**config.mk**
```make
export PLATFORM = sky130hd
export DESIGN_NAME = roll_scheduler_flat
export DESIGN_NICKNAME = d
export VERILOG_FILES = /design/src/rtl/roll_scheduler_if.sv /design/src/rtl/roll_scheduler.sv /design/src/flat_wrapper.sv
export SDC_FILE = /design/constraint.sdc
export NUM_CORES = 1
export LEC_CHECK = 0
export ABC_AREA = 1
export BUFFER_PORTS_ARGS = -buffer_cell sky130_fd_sc_hd__buf_2
export CAP_MARGIN = 15
export CORE_MARGIN = 4
export CORE_UTILIZATION = 60
export CTS_CLUSTER_SIZE = 8
export DETAILED_ROUTE_END_ITERATION = 10
export HOLD_SLACK_MARGIN = 0.08
export PLACE_DENSITY = 0.84
export SYNTH_ARGS = -nofsm -noshare
export SYNTH_HDL_FRONTEND = slang
export SYNTH_SLANG_ARGS = --single-unit
export TNS_END_PERCENT = 1
```
**constraint.sdc**
```tcl
create_clock -name i_clk -period 4 [get_ports i_clk]
set_input_delay 0.2 -clock i_clk [delete_from_list [all_inputs] [get_ports i_clk]]
set_output_delay 0.2 -clock i_clk [all_outputs]
set_load 0.02 [all_outputs]
```
**src/rtl/roll_scheduler_if.sv**
```systemverilog
// Handshake bundle between the roll scheduler and its surroundings.
// The key/LFSR side drives start, stop and rand. The scheduler returns status, value and history.
interface roll_scheduler_if #(
    parameter int DATA_W     = 4,
    parameter int HIST_DEPTH = 4
);
    logic                         i_start;
    logic                         i_stop;
    logic [DATA_W-1:0]            i_rand;
    logic                         o_lfsr_step;
    logic                         o_busy;
    logic [DATA_W-1:0]            o_value;
    logic                         o_done;
    logic [7:0]                   o_step_idx;
    logic [HIST_DEPTH*DATA_W-1:0] o_hist;

    modport master (
        output i_start, i_stop, i_rand,
        input  o_lfsr_step, o_busy, o_value, o_done, o_step_idx, o_hist
    );

    modport slave (
        input  i_start, i_stop, i_rand,
        output o_lfsr_step, o_busy, o_value, o_done, o_step_idx, o_hist
    );
endinterface

```
**src/rtl/roll_scheduler.sv**
```systemverilog
// Roll scheduler: issues NUM_STEPS LFSR step pulses on a decelerating tick schedule.
// It latches the LFSR value after each step and keeps a history of final results.
module roll_scheduler #(
    parameter int TICK_DIV   = 2097152,
    parameter int NUM_STEPS  = 10,
    parameter int HIST_DEPTH = 4,
    parameter int DATA_W     = 4
) (
    input  logic            i_clk,
    input  logic            i_rst,
    roll_scheduler_if.slave bus
);
    localparam int PS_W = (TICK_DIV > 1) ? $clog2(TICK_DIV) : 1;
    localparam int HW   = HIST_DEPTH * DATA_W;

    typedef enum logic [1:0] {
        S_IDLE  = 2'd0,
        S_WAIT  = 2'd1,
        S_STEP  = 2'd2,
        S_LATCH = 2'd3
    } state_t;

    state_t            r_state;
    logic [PS_W-1:0]   r_presc;
    logic [7:0]        r_tick_cnt;
    logic [7:0]        r_step_idx;
    logic              r_stop_req;
    logic [DATA_W-1:0] r_value;
    logic [HW-1:0]     r_hist;
    logic              r_done;

    state_t            w_state_nxt;
    logic [PS_W-1:0]   w_presc_nxt;
    logic [7:0]        w_tick_cnt_nxt;
    logic [7:0]        w_step_idx_nxt;
    logic              w_stop_req_nxt;
    logic [DATA_W-1:0] w_value_nxt;
    logic [HW-1:0]     w_hist_nxt;
    logic              w_done_nxt;

    logic              w_tick;
    logic [8:0]        w_tick_inc;
    logic [8:0]        w_tick_target;
    logic [7:0]        w_idx_inc;
    logic              w_last;

    // The prescaler only runs during a roll, so a tick is meaningful outside IDLE only.
    assign w_tick        = (r_state != S_IDLE) && (r_presc == PS_W'(TICK_DIV - 1));
    assign w_tick_inc    = {1'b0, r_tick_cnt} + 9'd1;
    assign w_tick_target = {1'b0, r_step_idx} + 9'd1;
    assign w_idx_inc     = r_step_idx + 8'd1;
    // An i_stop arriving during LATCH still ends the roll at this LATCH.
    assign w_last        = (w_idx_inc == 8'(NUM_STEPS)) || r_stop_req || bus.i_stop;

    always_comb begin
        w_state_nxt    = r_state;
        w_presc_nxt    = r_presc;
        w_tick_cnt_nxt = r_tick_cnt;
        w_step_idx_nxt = r_step_idx;
        w_stop_req_nxt = r_stop_req;
        w_value_nxt    = r_value;
        w_hist_nxt     = r_hist;
        w_done_nxt     = 1'b0;

        if (r_state != S_IDLE) begin
            w_presc_nxt = w_tick ? '0 : r_presc + PS_W'(1);
            if (bus.i_stop) begin
                w_stop_req_nxt = 1'b1;
            end
        end

        unique case (r_state)
            S_IDLE: begin
                if (bus.i_start) begin
                    w_state_nxt    = S_WAIT;
                    w_presc_nxt    = '0;
                    w_tick_cnt_nxt = '0;
                    w_step_idx_nxt = '0;
                    w_stop_req_nxt = 1'b0;
                end
            end
            S_WAIT: begin
                if (w_tick) begin
                    w_tick_cnt_nxt = w_tick_inc[7:0];
                    if (w_tick_inc == w_tick_target) begin
                        w_state_nxt = S_STEP;
                    end
                end
            end
            S_STEP: begin
                w_tick_cnt_nxt = '0;
                w_state_nxt    = S_LATCH;
            end
            S_LATCH: begin
                w_value_nxt    = bus.i_rand;
                w_step_idx_nxt = w_idx_inc;
                if (w_last) begin
                    w_state_nxt = S_IDLE;
                    w_done_nxt  = 1'b1;
                    w_hist_nxt  = (r_hist << DATA_W) | HW'(bus.i_rand);
                end else begin
                    w_state_nxt = S_WAIT;
                end
            end
            default: begin
                w_state_nxt = S_IDLE;
            end
        endcase
    end

    always_ff @(posedge i_clk) begin
        if (i_rst) begin
            r_state    <= S_IDLE;
            r_presc    <= '0;
            r_tick_cnt <= '0;
            r_step_idx <= '0;
            r_stop_req <= 1'b0;
            r_value    <= '0;
            r_hist     <= '0;
            r_done     <= 1'b0;
        end else begin
            r_state    <= w_state_nxt;
            r_presc    <= w_presc_nxt;
            r_tick_cnt <= w_tick_cnt_nxt;
            r_step_idx <= w_step_idx_nxt;
            r_stop_req <= w_stop_req_nxt;
            r_value    <= w_value_nxt;
            r_hist     <= w_hist_nxt;
            r_done     <= w_done_nxt;
        end
    end

    assign bus.o_busy      = (r_state != S_IDLE);
    assign bus.o_lfsr_step = (r_state == S_STEP);
    assign bus.o_value     = r_value;
    assign bus.o_done      = r_done;
    assign bus.o_step_idx  = r_step_idx;
    assign bus.o_hist      = r_hist;
endmodule

```
**src/flat_wrapper.sv**
```systemverilog
// flat-port wrapper written by rule: the top's interface ports become plain ports
module roll_scheduler_flat 
#(
    parameter int TICK_DIV   = 2097152,
    parameter int NUM_STEPS  = 10,
    parameter int HIST_DEPTH = 4,
    parameter int DATA_W     = 4
)
  (i_clk, i_rst, bus_i_start, bus_i_stop, bus_i_rand, bus_o_lfsr_step, bus_o_busy, bus_o_value, bus_o_done, bus_o_step_idx, bus_o_hist);
  roll_scheduler_if #(.DATA_W(DATA_W), .HIST_DEPTH(HIST_DEPTH)) bus_i ();
  input  logic i_clk;
  input  logic i_rst;
  input wire logic [$bits(bus_i.i_start)-1:0] bus_i_start;
  input wire logic [$bits(bus_i.i_stop)-1:0] bus_i_stop;
  input wire logic [$bits(bus_i.i_rand)-1:0] bus_i_rand;
  output wire logic [$bits(bus_i.o_lfsr_step)-1:0] bus_o_lfsr_step;
  output wire logic [$bits(bus_i.o_busy)-1:0] bus_o_busy;
  output wire logic [$bits(bus_i.o_value)-1:0] bus_o_value;
  output wire logic [$bits(bus_i.o_done)-1:0] bus_o_done;
  output wire logic [$bits(bus_i.o_step_idx)-1:0] bus_o_step_idx;
  output wire logic [$bits(bus_i.o_hist)-1:0] bus_o_hist;
  assign bus_i.i_start = bus_i_start;
  assign bus_i.i_stop = bus_i_stop;
  assign bus_i.i_rand = bus_i_rand;
  assign bus_o_lfsr_step = bus_i.o_lfsr_step;
  assign bus_o_busy = bus_i.o_busy;
  assign bus_o_value = bus_i.o_value;
  assign bus_o_done = bus_i.o_done;
  assign bus_o_step_idx = bus_i.o_step_idx;
  assign bus_o_hist = bus_i.o_hist;
  roll_scheduler #(.TICK_DIV(TICK_DIV), .NUM_STEPS(NUM_STEPS), .HIST_DEPTH(HIST_DEPTH), .DATA_W(DATA_W)) u_core (.i_clk(i_clk), .i_rst(i_rst), .bus(bus_i));
endmodule
```
**After elaboration in Yosys (flattened, before gate mapping)**

Index checks and enable logic that the tools add are counted.

- $add $sub $neg: 4
- Reductions and logical operators: 12
- Multipliers: 0
- Magnitude comparators: 0
- Shift-type cells: 0
- Eq/ne operators: 9
- Bitwise gates (word level): 2
- Divide/modulo/power cells: 0
- Multiplexer cells: 18

Operators with widths:

| kind | count |
|---|---|
| 21-bit two-way mux | 4 |
| 8-bit one-hot mux with 3 select lines | 1 |
| 21-bit by 1-bit adder with 21-bit output, second input constant | 1 |
| 21-bit == test, second input constant | 1 |
| 8-bit by 1-bit adder with 9-bit output, second input constant | 2 |
| 8-bit two-way mux | 2 |
| 16-bit by 4-bit bitwise OR with 16-bit output | 1 |
| 8-bit one-hot mux with 2 select lines | 1 |
| 9-bit == test | 1 |
| 8-bit by 1-bit adder with 8-bit output, second input constant | 1 |
| 8-bit by 4-bit == test with 1-bit output, second input constant | 1 |
| 2-bit one-hot mux with 4 select lines | 1 |
| 1-bit two-way mux | 6 |
| 2-bit two-way mux | 3 |
| 3-bit AND reduction | 2 |
| 2-bit == test, second input constant | 2 |
| 2-bit by 1-bit != test with 1-bit output, second input constant | 2 |
| 2-bit AND reduction | 2 |
| 2-bit nonzero test | 2 |
| 3-bit nonzero test | 1 |
| 2-bit by 1-bit == test with 1-bit output, second input constant | 1 |
| 2-bit logical NOT | 1 |
| 1-bit logical OR | 2 |
| 2-bit != test, second input constant | 1 |
| 3 further kinds | 3 |

- Register bits: 61
- Memories kept: 0
- Latch bits: 0
- Logic and storage cells: 53
- Memory bits (read-only): 0
- RAM bits: 0

**Depth between registers and ports, before layout**

Gate-level depths: netlist (run 1).

- Depth in word-level cells: 6
- Depth in mapped cells: 15

**Least setup slack after synthesis (run 1)**

No wires, ideal clock.

- Path kind: register to register
- Start: reg u_core.r_state[0]
- End: reg u_core.r_presc[18]
- Cell stages (with the launch flop): 14
- Arrival time: 1,869 ps
- Clock period less this slack: 1,989 ps
- Setup slack: 2,011 ps
- Setup time: 120 ps
- Required time: 3,880 ps
- Cell sequence: dfxtp_1 -> inv_1 -> ha_1 -> inv_2 -> nand4_2 -> nor2_4 -> nand2_2 -> nor2_4 -> nand2_4 -> nor2_4 -> nand2_2 -> nand3_4 -> buf_12 -> nor2_2

- Longest elaborated chain between the ends: 6
- Elaborated cells on any way between the ends: 7
- Classes of those cells: mux (4); reduce/logical (3)

RTL lines:

| element | line | source |
|---|---|---|
| start: declaration | roll_scheduler.sv:23 | `state_t r_state;` |
| start signal: assignment | roll_scheduler.sv:122 | `r_state <= w_state_nxt;` |
| 2-bit nonzero test * | -- |  |
| via bus_o_busy | flat_wrapper.sv:17 | `output wire logic [$bits(bus_i.o_busy)-1:0] bus_o_busy;` |
| 1-bit logical AND | roll_scheduler.sv:48 | `assign w_tick = (r_state != S_IDLE) && (r_presc == PS_W'(TICK_DIV - 1));` |
| 21-bit two-way mux | roll_scheduler.sv:66 | `w_presc_nxt = w_tick ? '0 : r_presc + PS_W'(1);` |
| 21-bit two-way mux * | roll_scheduler.sv:65 | `if (r_state != S_IDLE) begin` |
| 21-bit two-way mux | roll_scheduler.sv:74 | `if (bus.i_start) begin` |
| 21-bit two-way mux * | roll_scheduler.sv:72 | `unique case (r_state)` |
| end signal: assignment | roll_scheduler.sv:123 | `r_presc <= w_presc_nxt;` |
| end: declaration | roll_scheduler.sv:24 | `logic [PS_W-1:0] r_presc;` |

Mark *: on every way through the listed nets, which the timed path passes. The rest lies on a longest branch.
A chain may end at the register's enable or synchronous reset.

**Worst setup path after layout (run 1)**

- Start: reg u_core.r_state[1]
- End: reg u_core.r_step_idx[1], in the netlist u_core.bus.o_step_idx[1]

- Longest elaborated chain between the ends: 3
- Elaborated cells on any way between the ends: 6
- Classes of those cells: eq/ne (2); mux (1); reduce/logical (3)

RTL lines:

| element | line | source |
|---|---|---|
| 2-bit == test / 2-bit logical NOT (equally long branches) | roll_scheduler.sv:72 |  |
| 2-bit nonzero test (no source line) / 2-bit != test (equally long branches) | -- |  |
| 2-bit AND reduction (no source line) | -- |  |
| end signal: assignment | roll_scheduler.sv:125 | `r_step_idx <= w_step_idx_nxt;` |
| end: declaration | roll_scheduler.sv:26 | `logic [7:0] r_step_idx;` |

Several ways; a longest one is shown, not always the timed one.

==> results of run 1 <==
path summary, 6_finish.rpt:
path | slack, ps | endpoint | cells past startpoint
worst max-delay path | 1610 | u_core.bus.o_step_idx[1] | 8
worst min-delay path | 220 | u_core.r_presc[1] | 4
worst max register to register | 1610 | u_core.bus.o_step_idx[1] | 8
worst min register to register | 460 | u_core.bus.o_hist[12] | 2
registers in the layout (all words and copies together) (netlist names):
register	flops
u_core.r_tick_cnt	8
u_core.r_stop_req	1
u_core.r_state	2
u_core.bus.o_done	1
u_core.bus.o_value	4
u_core.bus.o_hist	16
u_core.r_presc	21
u_core.bus.o_step_idx	8
final cells by class:
type / count / area, um^2
clock buffers: 10 / 138
flip-flops and latches: 61 / 1220
repair buffers: 42 / 230
fillers: 419 / 1450
well taps: 70 / 87.6
clock inverters: 6 / 86.3
inverters: 56 / 210
multi-input cells: 360 / 1820
placed cells by master, fill, tap and decap left out, drive strengths merged, types with 5 or more instances in the layout:
cell,synthesis,routed
ha,8,8
inv,55,55
nor3,7,7
nor2,73,73
nand4,10,10
nand2,150,150
xor2,5,5
a21oi,37,37
buf,7,38
dfxtp,61,61
nand3,42,42
clkbuf,6,10
nor3b,7,7
o21ai,13,13
cells by family (layout without fill, tap and decap cells):
logic type | count (synthesis) | count (layout) | synth area share
DFF | 61 | 61 | 0.366
and+or+nand+nor | 290 | 290 | 0.410
xor gates and xnor gates | 7 | 7 | 0.0184
adders and majority gates | 8 | 8 | 0.0300
buffers and inverters | 69 | 114 | 0.0899
AOI/OAI and AO/OA | 55 | 55 | 0.0858
stage by stage:
stage                     power [W]  hold slack, ps  instance area, um^2   util  instances
after floorplan             0.00112             303                 3340      -        490
after global placement      0.00121             410                 3530  0.674        585
after detailed placement    0.00122             411                 3530  0.674        585
after CTS                   0.00183             212                 3790  0.724        605
after global routing        0.00195             239                 3790  0.724        605
final                       0.00183             217                 3790  0.724        605
power breakdown:
group / internal, W / leakage, nW / switching, W
combinational: 0.000158 / 1.06 / 0.000333
sequential: 0.000663 / 0.494 / 0.0000662
clock: 0.000366 / 0.112 / 0.000248
routing by layer:
| metal | vias up | GRT usage | part of all wire |
|---|---|---|---|
| met5 | - | 0 | 0 |
| met4 | 0 | 0.0735 | 0.011 |
| met3 | 10 | 0.0738 | 0.061 |
| met2 | 82 | 0.416 | 0.48 |
| met1 | 1429 | 0.290 | 0.45 |
| li1 | 1644 | - | - |
worst max-delay path, stage by stage, from the launching register on:
cell and delay (ps):
sky130_fd_sc_hd__dfxtp_1 410, sky130_fd_sc_hd__ha_1 660, sky130_fd_sc_hd__inv_1 260, sky130_fd_sc_hd__nor2_1 480, sky130_fd_sc_hd__inv_1 90, sky130_fd_sc_hd__nand2_1 90
sky130_fd_sc_hd__inv_1 120, sky130_fd_sc_hd__nand2_1 90, sky130_fd_sc_hd__a21oi_1 60
==> summary.md, run 1 <==
STA classifies the critical path endpoint as a register. Setup violations remaining at the end of the flow were counted as 0. The wire-length estimate of the detail-placed layout is 5030 um.

Clock tree synthesis selected as its root buffer the cell sky130_fd_sc_hd__clkbuf_8. STA puts the critical path data required time at 4210 ps. After the first detailed-routing iteration, the DRC count stood at 144. In the final timing run, aggregate negative setup slack is 0 ps. The final critical-path share of the clock period is 0.597. Setup repair after global routing left no endpoint under its margin. The total area inside the core boundary comes to 5240 um^2.

The run gives 0.906 as the routability congestion estimate from global placement. Compared with the post-synthesis result, the final layout area differs by 13.5%. The aggregate routed wire length came out at 7050 um. For this run, the post-layout net count is 546. CTS saw 61 sinks. Clock-pin slew was measured on the worst setup and hold paths at 80 ps.

The synthesized netlist contains 36 unique library cells. The logs give 0.638 for the starting density of the core and 1.67 nW for the leakage power summed over all cells. The clock passes through at most 2 buffers. In this run the critical register-to-register path is launched from u_core.r_state[1]. The run gives 3165 as the via total after detailed routing. The run finished with clean final reports. STA puts the critical path data arrival time at 2600 ps. Actual slew at the worst max-slew pin: 732 ps. The iteration count of the initial detailed-routing pass is 4, and the die extent in y is 82.6 um. In this run the worst path has a maximum fanout of 20. The tools report the clock insertion delay at the later pin of the skew report as 350 ps. Synthesis inferred 61 register bits. The tools report the number of max-capacitance violations reported as 0. Share of the synthesized area in the top cell type: 0.366.

The path class of the tightest hold or removal check is input pin to register. The number of routed nets with antenna violations was 0; the total die area was 6830 um^2. Synthesis produced a netlist with a net count of 506. Share of layout cells above drive strength 1: 0.178. The final setup slack of the worst path was 1610 ps. The setup path with the least slack is of type register to register. The tools report the overall global routing resource usage as 0.243. The horizontal extent of the die was 82.6 um.

The library cell with the highest instance count after synthesis was sky130_fd_sc_hd__nand2_1. TritonCTS built the clock tree. The beginning of the worst hold path was bus_i_start. Of all cell types, the one taking the most synthesized area is sky130_fd_sc_hd__dfxtp_1.

The most used flip-flop cell after synthesis is sky130_fd_sc_hd__dfxtp_1. At the placement stage, the worst setup path has a slack of 1650 ps. The clock period could shrink to 2390 ps. Startpoint class of the critical path: a register. The tools report the number of pins exceeding their max-slew limit in the final report as 0. In the final routed layout, each cell accounts on average for 11.6 um. The logs give 28 for the pin count of the biggest net entering global routing and 3340 um^2 for the synthesized area. The total congestion overflow after global routing came out at 0. In the routed layout, each cell is associated on average with a via count of 5.23. Worst setup path startpoint: u_core.r_state[1]. The TritonCTS buffer count was 9; the register area share after synthesis was 0.366. The standard-cell row count was 26. In the synthesized netlist, the cells that appear most often are sky130_fd_sc_hd__nand2_1 (141), sky130_fd_sc_hd__dfxtp_1 (61), sky130_fd_sc_hd__inv_1 (52), sky130_fd_sc_hd__nor2_1 (52), sky130_fd_sc_hd__nand3_1 (40).

The tools report the tightest slew margin relative to the limit as 0.512. The wire length of the first global-routing pass was 12900 um. The maximum clock skew at final layout is 14.8 ps, and the count of flip-flops with a built-in enable after synthesis is 0. In this run the power density over the cells is 484 nW/um^2. The number of setup buffers added after CTS is 0.

For this design, the CTS-stage hold fixing added 4 buffers. The cell count after synthesis came out at 490. The run gives 0 as the detailed-route DRC error count. The boundary pin count was 39; the maximum VDD drop was 0.407 mV. By area the synthesized netlist is led by sky130_fd_sc_hd__dfxtp_1 (37%), sky130_fd_sc_hd__nand2_1 (16%), sky130_fd_sc_hd__nand3_1 (6.0%), sky130_fd_sc_hd__inv_1 (5.8%), sky130_fd_sc_hd__nor2_1 (5.8%).

0 antenna diodes ended up in the layout. The number of antenna violations at the first check in global routing was 0; the number of global-route vias before repair was 3045. The number of gates resized after CTS was 0.

Based on the critical path, the design can be clocked at up to 419 MHz. The mean cell area of the mapped netlist was 6.82 um^2. The number of hold violations in the final report came out at 0. The share of flip-flops with an asynchronous set or reset works out to 0. The count of buffers inserted at the top-level ports was 38.

The H-tree was split into 3 levels. During synthesis, Yosys emitted a total of 0 warnings.
(Power assumes the default switching activity.)
==> run 2, diff against run 1 <==
--- a/config.mk
+++ b/config.mk
@@ -9,11 +9,11 @@
 export BUFFER_PORTS_ARGS = -buffer_cell sky130_fd_sc_hd__buf_2
 export CAP_MARGIN = 15
 export CORE_MARGIN = 4
-export CORE_UTILIZATION = 60
+export CORE_UTILIZATION = 53
 export CTS_CLUSTER_SIZE = 8
 export DETAILED_ROUTE_END_ITERATION = 10
 export HOLD_SLACK_MARGIN = 0.08
-export PLACE_DENSITY = 0.84
+export PLACE_DENSITY = 0.78
 export SYNTH_ARGS = -nofsm -noshare
 export SYNTH_HDL_FRONTEND = slang
 export SYNTH_SLANG_ARGS = --single-unit
==> constraint.sdc (replaced) <==
create_clock -name i_clk -period 2.11 [get_ports i_clk]
set_input_delay 0.1055 -clock i_clk [delete_from_list [all_inputs] [get_ports i_clk]]
set_output_delay 0.1055 -clock i_clk [all_outputs]
set_load 0.02 [all_outputs]
==> summary.md, run 2 (same netlist as run 1, synthesis figures left out) <==
The maximum clock skew at final layout was 14.4 ps (-0.426 ps); the number of routed nets with antenna violations was 0 (unchanged). The run gives 0.00209 W (+76%) as the internal power. The endpoint of the worst hold-timing path is u_core.r_presc[1]. The run gives 0.569 mV (+40%) as the maximum VDD drop.

The worst setup path is launched from a register. TritonCTS built the clock tree. The total number of clock tree sinks came out at 61 (unchanged). The startpoint identified for the worst register-to-register timing path is u_core.r_state[0]. The total congestion overflow after global routing was 0 (unchanged).

The top cell types in the final layout, fill and taps aside, are sky130_fd_sc_hd__nand2_1 (139), sky130_fd_sc_hd__dfxtp_1 (57), sky130_fd_sc_hd__inv_1 (52). The actual slew at the worst max-slew pin works out to 377 ps (-355 ps). The most frequent standard cell in the layout excluding fill and tap cells is sky130_fd_sc_hd__nand2_1. The multi-input gate area in the final layout is 1860 um^2 (+2.3%), and the number of flip-flops in the largest register is 21 (unchanged). The overall global routing resource usage is 0.212 (-0.0308). The post-place setup slack was 16.2 ps (-1630 ps); the boundary pin count was 39 (unchanged).

The run gives 3025 (-0.66%) as the number of global-route vias before repair. Setup repair after global routing could not meet its margin everywhere. Class of the worst hold path: input pin to register. Deepest clock path buffer count: 2 (unchanged). Sequential fraction of design power: 0.415 (+0.018).

For the routability congestion estimate from global placement, the log shows 0.943 (+4.1%). The violation count after the first detailed-routing iteration came out at 131 (-9.0%). The run finished with clean final reports. Largest register by flop count: u_core.r_presc.

The total die area is 7640 um^2 (+12%), and the register-to-register setup slack is 100 ps (-1510 ps). The run gives 340 ps (about the same) as the clock insertion delay at the later pin of the skew report. The worst setup path is of the register to register kind. The tools report the nature of the critical path endpoint as a register. The number of nets at the end of the flow was 558 (+2.2%); the share of layout cells above drive strength 1 was 0.214 (+0.0363).

The starting density of the core is 0.554 (-0.0834). For the final setup slack of the worst path, the log shows 104 ps (-1510 ps). The final critical-path share of the clock period works out to 0.951 (+0.354). The shortest period the worst path allows works out to 2010 ps (-383 ps). Area taken by flip-flops and latches: 1230 um^2 (+0.61%). The tools report the switching power summed over all nets as 0.00124 W (+91%). The logs give 28 (+7.7%) for the standard-cell row count and 0 (unchanged) for the number of antenna violations at the first check in global routing.

The run gives 0.749 (+0.237) as the tightest slew margin relative to the limit. The logs give 5400 um (+7.3%) for the post-DP HPWL and 27 (-3.6%) for the pin count of the biggest net entering global routing. Average wire length per cell after detail routing: 12.2 um (+4.4%).

The tools report the master cell of the clock root buffer as sky130_fd_sc_hd__clkbuf_8. The peak fanout along the critical path was 7 (-65%). The via density per instance is 5.22 (-0.24%), and the worst endpoint required time is 2340 ps (-1870 ps). For the filler cell count, the log shows 517 (+23%). The worst hold path begins at bus_i_start. The wire length of the first global-routing pass was 13100 um (+1.5%); the number of hold violations in the final report was 0 (unchanged). The depth of the worst register-to-register path was 12 (+4); the relative area change from synthesis to final layout was 16.7%.

The number of antenna repair diodes was 0 (unchanged). The critical register-to-register path endpoint is u_core.r_presc[11]. The clock-pin slew reported for the worst setup and hold paths after clock tree synthesis works out to 70 ps (about the same). The die extent in y is 87.4 um (+5.8%), and the detailed-route DRC error count is 0 (unchanged).

The run gives 3 (unchanged) as the depth of the CTS H-tree. The leakage power summed over all cells was 1.70 nW (+2.1%). The logs give 9 (unchanged) for the TritonCTS buffer count and 3246 (+2.6%) for the via total after detailed routing. The number of max-capacitance violations reported was 0 (unchanged).

The power density normalized to cell area was 854 nW/um^2 (+77%). The horizontal extent of the die is 87.4 um (+5.8%). The area of the core is 6030 um^2 (+15%), and the part of the total power dissipated in combinational logic is 0.311 (+0.043). The count of buffers inserted at the top-level ports was 38 (unchanged). The number of pins exceeding their max-slew limit in the final report is 0 (unchanged), and the aggregate routed wire length is 7560 um (+7.3%).

The tools report the setup TNS as 0 ps (unchanged). The maximum achievable frequency was 499 MHz (+19%); the clock group share of total power was 0.274 (-0.061). Worst hold slack: 121 ps (-95.5 ps).

For the number of failing setup endpoints in the final timing report, the log shows 0 (unchanged). Data arrival time of the critical path: 2230 ps (-370 ps). The cell count of the worst hold path works out to 4 (unchanged). The share of the core filled with cells is 0.647 (-0.0773), and the share of total power consumed by net switching is 0.372 (+0.0187). The run gives 4 (unchanged) as the iteration count of the initial detailed-routing pass.
run 2: worst max path at each step:
stage	depth (start not counted)	to	start	slack [ps]
3_3_place_gp	12	u_core.r_presc[9]	u_core.r_state[0]	150
5_1_grt	12	u_core.r_presc[0]	u_core.r_state[0]	-30
2_1_floorplan	13	u_core.r_presc[18]	u_core.r_state[0]	120
6_report	12	u_core.r_presc[11]	u_core.r_state[0]	100
4_1_cts	12	u_core.r_presc[14]	u_core.r_state[0]	2
3_5_place_dp	12	u_core.r_presc[6]	u_core.r_state[0]	20
run 2: through the flow:
stage / cells / cell area [um^2] / total power [W]
after floorplan: 490 / 3340 / 0.00213
after global placement: 598 / 3590 / 0.00233
after detailed placement: 598 / 3590 / 0.00235
after CTS: 619 / 3820 / 0.00329
after global routing: 622 / 3900 / 0.00360
final: 622 / 3900 / 0.00333
run 2: layer usage:
metal / wire (um) / vias to the layer above / global-route usage
li1: - / 1671 / -
met1: 3520 / 1501 / 0.264
met2: 3620 / 68 / 0.352
met3: 364 / 6 / 0.0520
met4: 64 / 0 / 0.0767
met5: 0 / - / 0
run 2: area by class of cell:
cell class | count | share of cell area
multi-input combinational | 361 | 0.478
sequential | 61 | 0.315
timing repair buffer | 53 | 0.0835
inverter | 56 | 0.0539
clock buffer | 11 | 0.0363
tap | 75 | 0.0241
clock inverter | 5 | 0.00931
run 2: critical path, stage by stage (launching register included):
cell	delay, ps
sky130_fd_sc_hd__dfxtp_4	370
sky130_fd_sc_hd__inv_1	70
sky130_fd_sc_hd__ha_1	240
sky130_fd_sc_hd__inv_2	110
sky130_fd_sc_hd__nand4_2	100
sky130_fd_sc_hd__nor2_2	130
sky130_fd_sc_hd__nand2_1	100
sky130_fd_sc_hd__nor2_2	130
sky130_fd_sc_hd__nand4_2	130
sky130_fd_sc_hd__nor2_4	210
sky130_fd_sc_hd__buf_4	140
sky130_fd_sc_hd__xnor2_1	120
sky130_fd_sc_hd__nor2_2	40
run 2: repair_timing:
action / 4_1_cts / 5_1_grt
hold buffers: 4 / 0
endpoints found under the setup margin: 1 / 47
hold endpoints to repair: 8 / 0
resized for setup: 0 / 14
pin swaps: 0 / 2
gates cloned: 1 / 0
setup buffers: 0 / 3
run 2: power groups by stage:
stage / logic [W] / clock network, W / registers, W
2_1_floorplan: 0.000746 / 0 / 0.00138
3_3_place_gp: 0.000942 / 0 / 0.00139
3_5_place_dp: 0.000961 / 0 / 0.00139
4_1_cts: 0.000977 / 0.000943 / 0.00137
5_1_grt: 0.00120 / 0.00101 / 0.00140
6_report: 0.00103 / 0.000913 / 0.00138
